**config.mk**
```make
export PLATFORM = sky130hd
export DESIGN_NAME = ram_arbiter
export DESIGN_NICKNAME = d
export VERILOG_FILES = /design/src/rtl/ram_arbiter.sv
export SDC_FILE = /design/constraint.sdc
export NUM_CORES = 1
export LEC_CHECK = 0
export CORE_UTILIZATION = 37
export CTS_BUF_LIST = sky130_fd_sc_hd__clkbuf_8
export DETAILED_ROUTE_END_ITERATION = 7
export PLACE_DENSITY = 0.85
export SLEW_MARGIN = 20
export SYNTH_ARGS = -nofsm -noshare
export SYNTH_HDL_FRONTEND = slang
export SYNTH_SLANG_ARGS = --single-unit
```
**constraint.sdc**
```tcl
create_clock -name clk -period 1.4 [get_ports clk]
set_input_delay 0.28 -clock clk [delete_from_list [all_inputs] [get_ports clk]]
set_output_delay 0.28 -clock clk [all_outputs]
set_load 0.05 [all_outputs]
```
**src/rtl/ram_arbiter.sv**
```systemverilog
// Serialises CPU MEM-stage and loader accesses onto one single-port data RAM.
// Define RAM_ARBITER_ROUND_ROBIN_EN for round-robin ties; default is fixed CPU priority.
module ram_arbiter #(
    parameter int ADDR_WIDTH = 14,
    parameter int DATA_WIDTH = 32
) (
    input  logic                  clk,
    input  logic                  reset,
    input  logic                  cpu_req,
    input  logic                  cpu_we,
    input  logic [ADDR_WIDTH-1:0] cpu_addr,
    input  logic [DATA_WIDTH-1:0] cpu_wdata,
    output logic                  cpu_ack,
    output logic [DATA_WIDTH-1:0] cpu_rdata,
    input  logic                  ldr_req,
    input  logic                  ldr_we,
    input  logic [ADDR_WIDTH-1:0] ldr_addr,
    input  logic [DATA_WIDTH-1:0] ldr_wdata,
    output logic                  ldr_ack,
    output logic [DATA_WIDTH-1:0] ldr_rdata,
    output logic [ADDR_WIDTH-1:0] ram_address,
    output logic [DATA_WIDTH-1:0] ram_write_data,
    output logic                  ram_wren,
    input  logic [DATA_WIDTH-1:0] ram_data,
    output logic                  busy,
    output logic                  owner
);

    typedef enum logic [1:0] {IDLE, ACCESS, LATCH, DONE} state_t;

    state_t                state_q, state_d;
    logic                  owner_q, owner_d;
    logic                  we_q, we_d;
    logic [ADDR_WIDTH-1:0] addr_q, addr_d;
    logic [DATA_WIDTH-1:0] wdata_q, wdata_d;
    logic [DATA_WIDTH-1:0] cpu_rdata_q, cpu_rdata_d;
    logic [DATA_WIDTH-1:0] ldr_rdata_q, ldr_rdata_d;
    logic                  grant_ldr;

    // Winner of the IDLE sample: 1 = loader, 0 = CPU. A lone requester always wins.
    always_comb begin
`ifdef RAM_ARBITER_ROUND_ROBIN_EN
        if (cpu_req && ldr_req) grant_ldr = ~owner_q;
        else                    grant_ldr = ldr_req;
`else
        grant_ldr = ldr_req && !cpu_req;
`endif
    end

    always_comb begin
        // NOTE: every variable gets its hold value first so no path leaves it unassigned (no latches).
        state_d     = state_q;
        owner_d     = owner_q;
        we_d        = we_q;
        addr_d      = addr_q;
        wdata_d     = wdata_q;
        cpu_rdata_d = cpu_rdata_q;
        ldr_rdata_d = ldr_rdata_q;
        case (state_q)
            IDLE: begin
                if (cpu_req || ldr_req) begin
                    owner_d = grant_ldr;
                    we_d    = grant_ldr ? ldr_we    : cpu_we;
                    addr_d  = grant_ldr ? ldr_addr  : cpu_addr;
                    wdata_d = grant_ldr ? ldr_wdata : cpu_wdata;
                    state_d = ACCESS;
                end
            end
            ACCESS: state_d = we_q ? DONE : LATCH;
            LATCH: begin
                // RAM read data is registered, so it is only valid the cycle after ACCESS.
                if (owner_q) ldr_rdata_d = ram_data;
                else         cpu_rdata_d = ram_data;
                state_d = DONE;
            end
            DONE:    state_d = IDLE;
            default: state_d = IDLE;
        endcase
    end

    always_ff @(posedge clk) begin
        // NOTE: state registers use non-blocking assignments so all of them update from pre-edge values.
        if (reset) begin
            state_q     <= IDLE;
            owner_q     <= 1'b1;
            we_q        <= 1'b0;
            addr_q      <= '0;
            wdata_q     <= '0;
            cpu_rdata_q <= '0;
            ldr_rdata_q <= '0;
        end else begin
            state_q     <= state_d;
            owner_q     <= owner_d;
            we_q        <= we_d;
            addr_q      <= addr_d;
            wdata_q     <= wdata_d;
            cpu_rdata_q <= cpu_rdata_d;
            ldr_rdata_q <= ldr_rdata_d;
        end
    end

    // RAM strobes decode the current state, so a write in ACCESS commits even if reset is high.
    always_comb begin
        ram_address    = (state_q == ACCESS || state_q == LATCH) ? addr_q : '0;
        ram_write_data = (state_q == ACCESS) ? wdata_q : '0;
        ram_wren       = (state_q == ACCESS) && we_q;
        cpu_ack        = (state_q == DONE) && !owner_q;
        ldr_ack        = (state_q == DONE) && owner_q;
    end

    assign cpu_rdata = cpu_rdata_q;
    assign ldr_rdata = ldr_rdata_q;
    assign busy      = (state_q != IDLE);
    assign owner     = owner_q;

endmodule

```
# == Word-level counts from Yosys, hierarchy flattened ==
# Cells that the tools add are included.
# word_totals
ff_bits,114
elab_cells,33
# op_classes
eq_ne,4
n_mux,8
bitwise,1
reduce_logical,13
# op_table
cell,count
2-to-1 mux 32 bit,2
2-to-1 mux 14 bit,2
one-hot mux 2 bit (4 select lines),1
AND reduction 2 bit,3
equality test 2 bit (second input constant),2
logical AND 1 bit,4
equality test 2 x 1 -> 1 bit (second input constant),1
zero test 1 bit,2
zero test 2 bit,1
logical OR 1 bit,2
2-to-1 mux 1 bit,2
2-to-1 mux 2 bit,1
!= test 2 bit (second input constant),1
nonzero test 2 bit,1
inverter 1 bit,1

# == Depth between registers and ports, before layout ==
# logic_depth
word_depth,3
mapped_depth,7

# == Worst setup path after synthesis ==
# OpenSTA, ideal clock, no wires.
# synth_timing
path_type,register to output
startpoint,register state_q[1]
endpoint,output ram_address[10]
t_arrival_ns,1.395
path_slack_ns,-0.275
path_stages_with_launch,5
path_buffers,1
cell_sequence,dfxtp_1 > inv_1 > ha_1 > clkbuf_1 > and2_1
# synth_between
elab_chain_len,3
word_cells_on_any_way,4
classes_between,eq/ne: 2; mux: 1; reduce/logical: 1
# synth_rtl
item,line,text
start: declaration,31,"state_t state_q, state_d;"
start signal: assignment,92,state_q <= state_d;
equality test 2 x 1 -> 1 bit or equality test 2 bit (tied branches),104,ram_address = (state_q == ACCESS || state_q == LATCH) ? addr_q : '0;
logical OR 1 bit *,104,
2-to-1 mux 14 bit *,104,
end: declaration,21,"output logic [ADDR_WIDTH-1:0] ram_address,"
# Every way passes the cells marked *; elsewhere a longest branch is shown, timed or not.

# == Worst setup path in the final report ==
# layout_timing
startpoint,register state_q[1]
endpoint,output ram_write_data[17]
# layout_between
elab_chain_len,2
# layout_rtl
item,line,text
equality test 2 x 1 -> 1 bit,105,ram_write_data = (state_q == ACCESS) ? wdata_q : '0;
2-to-1 mux 32 bit,105,
end: declaration,22,"output logic [DATA_WIDTH-1:0] ram_write_data,"
# Every way passes these cells.

==> summary by stage <==
Drt
In the routed layout, each cell is associated on average with a via count of 6.16. In the routed design, unresolved DRC markers number 0. The detailed-route wire length per cell is just under 30 µm. Across all layers, the routed design uses just under 7000 vias. The number of detailed-routing iterations run before antenna repair is 6.

The wire length after detailed routing is 32900 µm. For this block, the initial DRC count from the detailed router was 621. The number of nets with antenna violations after detailed routing is 0.

Layout
Cells fill 95.9% of the core in the end. The count of cells in the finished layout, fillers not included, comes to 1105. 0 antenna diodes ended up in the layout. The post-route netlist has 64.1% of its cells at a drive strength greater than 1. From synthesis to final layout, the design area changed by 154%. The number of nets in the layout is 1056. After filler insertion, the fill cell instance count of the layout stands at 225.

Clocking
In this run, CTS created clock tree buffers numbering 17. TritonCTS built the clock tree. The clock drives 114 sinks. The clock reaches the later pin of the worst-skew pair after 0.46 ns. After clock tree synthesis, the clock-pin slew on the worst setup and hold paths is 0.08 ns. The clock tree root driver cell is sky130_fd_sc_hd__clkbuf_8. The H-tree was split into 4 levels. The longest clock path from root to sink contains 2 buffers.

Yosys
The number of nets produced by synthesis is 752. The number of synthesized flops with an enable pin is 0. The count of synthesis-stage warnings from yosys is 0. The share of flip-flops with an asynchronous set or reset after synthesis is 0%. The top cell type by area accounts for 48.1% of the synthesized area. The commonest cells after synthesis are 177 x sky130_fd_sc_hd__nand2_1, 114 x sky130_fd_sc_hd__dfxtp_1, 112 x sky130_fd_sc_hd__a21oi_1, 49 x sky130_fd_sc_hd__and2_1, 48 x sky130_fd_sc_hd__nor2_1. The proportion of synthesized chip area in sequential cells is 48.1%. The instance count of the mapped netlist is 618. sky130_fd_sc_hd__dfxtp_1 takes more of the synthesized area than any other cell.

Dividing the synthesized area by the synthesized cell count gives around 7.7 µm². Synthesis inferred between 100 and 150 register bits. The leading cell type by number of instances after synthesis is sky130_fd_sc_hd__nand2_1.

Ranked by total cell area, the synthesized netlist is headed by sky130_fd_sc_hd__dfxtp_1 48%, sky130_fd_sc_hd__nand2_1 14%, sky130_fd_sc_hd__a21oi_1 12%. The netlist uses 25 different library cells. The most frequently used flop master after synthesis is sky130_fd_sc_hd__dfxtp_1. The cell area after synthesis is 4750 µm².

Critical path
The worst setup path is launched from a flip-flop. The maximum fanout count along the critical path is 8. At the worst endpoint, the required time is between 1 and 1.5 ns.

The setup check on the worst reg-to-reg path leaves a slack of -0.50 ns. The critical path ends at ram_write_data[17]. The type of the worst setup path is reg -> out.

The startpoint of the most critical register-to-register path is state_q[1]. The worst register-to-register path ends at cpu_rdata[6]. The kind of capture point of the worst setup path is a primary output. The critical path starts at state_q[1].

At the worst endpoint, the arrival time is 1.72 ns. The worst reg2reg path depth is 9.

Hold path
The cell depth of the worst min-delay path is 3. In this run the worst hold path is classified as in -> reg.

Floorplanning
From left edge to right edge, the die measures 115 µm. The die height is 115 µm. After floorplanning, the core was divided into 41 placement rows. For this configuration, the core starts out at a cell density of 37.8%. The die covers 13300 µm². The floorplan core area is 12600 µm². roughly 250 I/O pins were placed.

Power and ir drop
The sequential cell fraction of total power is 21.5%. The switching power as a share of total power is 43.7%. Across the VDD grid, the largest voltage drop is between 0.001 and 0.0015 V. The fraction of power consumed by the clock network is 14.9%.

The switching power is around 0.01 W. The power per unit of standard cell area is 1890 nW/µm². The internal power consumption is 0.0128 W. The leakage power total is 4.56 nW.

The combinational fraction of design power is about 64%.

Timing
In this run the tightest slew margin relative to its limit is 49.1%. The time the final worst path needs with I/O delays and setup is 2.00 ns. The number of max-slew violations in the final report is 0. On the final layout, the worst hold slack is 0.399 ns. The share of the cycle needed by the critical path after routing is 143%.

For this run, the top clock speed supported by timing is 500 MHz. The smallest setup slack after layout is -0.599 ns. At the pin with the least slew margin, the transition time is 0.763 ns. The final clock skew is around 0.02 ns.

Setup repair after global routing could not meet its margin everywhere. The final-report hold violation count is 0. The final count of negative-setup-slack endpoints is ~170.

Global routing
Across every metal layer, demand over resource in global routing totals 34.9%. After global routing the overflow that remains totals 0. The number of antenna violations at the first check in global routing is 1. The via count of the first global-routing pass was roughly 6400.

The global-route wire length before repair is ~34000 µm. Entering global routing, the biggest net connects 48 pins.

Run
The tool flagged a number of max-cap violations equal to 0.

Status
The checks that failed: negative setup slack. The run finished, with violations left.

Place
The congestion estimate from routability-driven global placement came to about 0.8. Summed over all nets, the half-perimeter wirelength after detailed placement is 11700 µm. The count of buffers added on input and output ports is 244.

The number of placed instances, taps included, is 1012.
[logic make-up (layout without fill, tap and decap cells)]
| group | after synthesis | in the layout | synth area share (%) |
|---|---|---|---|
| compound gates | 163 | 163 | 19.9 |
| mux | 1 | 1 | 0.211 |
| flops | 114 | 114 | 48.1 |
| fa+ha+maj | 4 | 4 | 1.05 |
| simple gates | 282 | 282 | 25.3 |
| buf+inv | 54 | 369 | 5.46 |
[registers in the layout, summed over array words and instances, names as in the netlist]
signal	count
addr_q	14
cpu_rdata	32
ldr_rdata	32
owner	1
state_q	2
wdata_q	32
we_q	1
[power by group through the flow]
stage | combinational (W) | clock (W) | sequential [W]
after floorplan | 0.00356 | 0 | 0.00501
after global placement | 0.00779 | 0 | 0.00442
after detailed placement | 0.00792 | 0 | 0.00446
after CTS | 0.0117 | 0.00319 | 0.00451
after global routing | 0.0147 | 0.00354 | 0.00493
final | 0.0145 | 0.00340 | 0.00491
[per-stage QoR]
stage / setup TNS [ns] / worst slack (ns) / total power [W] / area [µm²]
5_1_grt: -58.71 / -0.635 / 0.0232 / 12100
4_1_cts: -40.72 / -0.557 / 0.0194 / 10600
6_report: -53.59 / -0.599 / 0.0228 / 12100
2_1_floorplan: -0.992 / -0.0919 / 0.00857 / 4840
3_5_place_dp: -22.98 / -0.389 / 0.0124 / 8770
3_3_place_gp: -19.20 / -0.329 / 0.0122 / 8770
[timing repair]
action	CTS	global route
setup buffers	24	21
hold buffers	0	0
hold endpoints to repair	0	0
setup endpoints to repair	132	164
gates resized for setup	215	331
cloned	21	11
pin swaps	78	131
[layout make-up]
| class | instances | area, µm² | area share (%) |
|---|---|---|---|
| Timing Repair Buffer | 336 | 5090 | 42.3 |
| Multi-Input combinational cell | 450 | 4040 | 33.5 |
| Sequential cell | 114 | 2290 | 19.0 |
| Clock buffer | 19 | 262 | 2.17 |
| Tap cell | 172 | 215 | 1.79 |
| Clock inverter | 11 | 139 | 1.15 |
| Inverter | 3 | 13.8 | 0.114 |
[how the worst min path moves through the flow]
stage | from | to | slack, ns
global route | ldr_wdata[12] | wdata_q[12] | 0.40
finish | ldr_wdata[12] | wdata_q[12] | 0.40
floorplan | ram_data[10] | cpu_rdata[10] | 0.42
detailed placement | ldr_rdata[5] | ldr_rdata[5] | 0.48
global placement | ldr_rdata[12] | ldr_rdata[12] | 0.48
CTS | reset | state_q[1] | 0.33
[metal layers]
layer  global-route usage [%]  vias up  share of wire (%)
met3                     12.2      259                 11
met1                     34.1     3233                 32
met2                     62.1      644                 48
met4                     24.0        0                9.6
met5                        0        -                  0
li1                         -     2668                  -
[placed cells by master, fill, tap and decap left out, types with 2 or more instances in the layout]
| cell | netlist | final |
|---|---|---|
| sky130_fd_sc_hd__a211oi_1 | 45 | 4 |
| sky130_fd_sc_hd__clkinvlp_4 | 0 | 4 |
| sky130_fd_sc_hd__nor2b_4 | 0 | 2 |
| sky130_fd_sc_hd__nor2_1 | 48 | 4 |
| sky130_fd_sc_hd__buf_4 | 9 | 19 |
| sky130_fd_sc_hd__and2_4 | 0 | 49 |
| sky130_fd_sc_hd__ha_4 | 0 | 4 |
| sky130_fd_sc_hd__nor2_2 | 0 | 8 |
| sky130_fd_sc_hd__clkdlybuf4s50_1 | 0 | 128 |
| sky130_fd_sc_hd__buf_6 | 0 | 27 |
| sky130_fd_sc_hd__a211oi_2 | 1 | 41 |
| sky130_fd_sc_hd__bufinv_16 | 0 | 3 |
| sky130_fd_sc_hd__inv_1 | 3 | 2 |
| sky130_fd_sc_hd__a21oi_4 | 0 | 12 |
| sky130_fd_sc_hd__clkbuf_8 | 0 | 19 |
| sky130_fd_sc_hd__nand2_4 | 0 | 69 |
| sky130_fd_sc_hd__buf_12 | 0 | 136 |
| sky130_fd_sc_hd__buf_16 | 0 | 13 |
| sky130_fd_sc_hd__a21oi_2 | 0 | 91 |
| sky130_fd_sc_hd__dfxtp_2 | 0 | 2 |
| sky130_fd_sc_hd__a21oi_1 | 112 | 9 |
| sky130_fd_sc_hd__dfxtp_1 | 114 | 111 |
| sky130_fd_sc_hd__nor2_4 | 0 | 36 |
| sky130_fd_sc_hd__clkbuf_16 | 0 | 9 |
| sky130_fd_sc_hd__buf_8 | 0 | 4 |
| sky130_fd_sc_hd__clkinv_2 | 0 | 3 |
| sky130_fd_sc_hd__nand2_2 | 0 | 34 |
| sky130_fd_sc_hd__nand2_1 | 177 | 73 |
[critical path: stages (launching register included)]
cell and delay [ns]:
sky130_fd_sc_hd__dfxtp_2 0.33, sky130_fd_sc_hd__inv_2 0.07, sky130_fd_sc_hd__buf_6 0.11, sky130_fd_sc_hd__ha_4 0.27, sky130_fd_sc_hd__buf_16 0.18, sky130_fd_sc_hd__and2_4 0.17
sky130_fd_sc_hd__buf_12 0.14
No activity file was read; power rests on OpenSTA's default activity.
==> edit (same flow settings) <==
Take the reset off `wdata_q` and load it in a clocked block of its own.
--- a/src/rtl/ram_arbiter.sv
+++ b/src/rtl/ram_arbiter.sv
@@ -85,7 +85,6 @@
             owner_q     <= 1'b1;
             we_q        <= 1'b0;
             addr_q      <= '0;
-            wdata_q     <= '0;
             cpu_rdata_q <= '0;
             ldr_rdata_q <= '0;
         end else begin
@@ -93,10 +92,13 @@
             owner_q     <= owner_d;
             we_q        <= we_d;
             addr_q      <= addr_d;
-            wdata_q     <= wdata_d;
             cpu_rdata_q <= cpu_rdata_d;
             ldr_rdata_q <= ldr_rdata_d;
         end
+    end
+
+    always_ff @(posedge clk) begin
+        wdata_q <= wdata_d;
     end
 
     // RAM strobes decode the current state, so a write in ACCESS commits even if reset is high.
Function: same outputs for any inputs over 10 cycles, from zero or initial values and one cycle with reset high; that may be too few to reach the edited logic, so the function may still have changed.
==> edit against the original RTL <==
  * The run still ends with negative setup slack left
  * Wire length is 33% lower
  * Sequential cell count stayed put
  * Count of clock-buffer cells in the layout is 1 higher
  * Area after synthesis is 0.63% lower
  * Total power is 19% lower
  * Worst setup slack better by 0.074 ns
  * Clock skew is 0.0025 ns higher
  * Largest cell class unchanged
  * Final area is 14% lower
  * Largest power group unchanged
==> edit: results (changes against the original RTL) <==
Route
  • Number of vias per cell: 5.30 (-14%)
  • WL/cell: 21.3 microns (-28%)
  • Number of DRC markers in iteration 0: 463 (-25%)
  • Met2 WL post-DR: 11.7 mm (-26%)
  • Routed length on met3: 1.17 mm (-66%)
  • Count of TritonRoute iterations in the first routing pass: 7 (+1)

Global routing
  • Met3 track demand over resource in global routing: 6.06% (-6.2 points)
  • GR Layer Usage met1: 31.0% (-3.1 points)
  • GRT Util Overall: 28.6% (-6.4 points)
  • Met2 track demand over resource: 49.9% (-12 points)
  • Wire length of the first global-routing pass: 28.2 mm (-17%)
  • Vias in the first global route: 5,378 (-15%)

Layout
  • Post-route standard cell area excluding fillers: 0.0103 sq mm (-14%)
  • Number of nets in the layout: 980 (-7.2%)
  • Share of layout cells above drive strength 1: 42.7% (-21 points)

Status
  • Violations in the final reports: negative setup slack
  • Run status: complete, but fails checks

CTS
  • Total of cells resized after clock tree synthesis: 74 (-66%)
  • Number of buffers inserted by post-CTS setup repair: 3 (-88%)

STA
  • Worst slew margin: 71.7% (+23 points)
  • Clock skew: 0.0222 ns (+0.00247 ns)
  • Final Setup Violations: 150 (-9.6%)
  • Total Neg Setup Slack: -34.47 ns (+19.12 ns)
  • Final WS setup: -0.526 ns (+0.0737 ns)

Power and ir drop
  • Power dissipated in the clock network: 0.00310 W (-8.8%)
  • Peak supply drop: 0.00175 V (+37%)
  • Switching share of power: 39.2% (-4.4 points)

Placed design
  • Final RePlAce weighted congestion: 0.865 (+11%)
  • Placed Area: 0.00872 sq mm (-0.57%)
  • Dpl hpwl: 12.1 mm (+3.4%)
  • Worst Setup Slack post-DPL: -0.380 ns (+0.00894 ns)

Critical path
  • Endpoint of the lowest-slack register-to-register path: addr_q[9]
  • Data arrival time of the critical path: 1.65 ns (-0.07 ns)
  • Highest cell delay on the worst timing path: 0.35 ns (+0.02 ns)
  • Highest net fanout along the worst path: 15 (+7)

Worst hold path
  • Worst Hold Path Cells: 2 (-1)
  • Worst hold path endpoint: owner
  • Launch instance of the worst min-delay path: reset

Yosys
  • Net count after synthesis: 708 (-5.9%)
  • Synth cell types: 20 (-20%)
## edit: kinds of logic (layout without fill, tap and decap cells)
logic type | count (synthesis) | count (layout) | share of synthesized area (%)
and+or+nand+nor | 327 | 327 | 29.0
muxes | 1 | 1 | 0.212
AOI/OAI and AO/OA | 85 | 86 | 10.3
buffers and inverters | 43 | 326 | 4.24
adders and majority gates | 4 | 4 | 1.06
DFF | 114 | 114 | 55.2
## edit: layout make-up
| class | instances | area share (%) |
|---|---|---|
| flip-flops and latches | 114 | 25.2 |
| multi-input cells | 418 | 26.0 |
| repair buffers | 292 | 42.9 |
| inverters | 3 | 0.133 |
| well taps | 168 | 2.03 |
| clock buffers | 20 | 2.66 |
| clock inverters | 11 | 1.08 |
## edit: metrics by stage
step	instances	hold WS (ns)	power, W
after floorplan	574	0.416	0.00858
after global placement	968	0.479	0.0127
after detailed placement	968	0.483	0.0128
after CTS	1009	0.0996	0.0171
after global routing	1026	0.133	0.0191
final	1026	0.155	0.0186
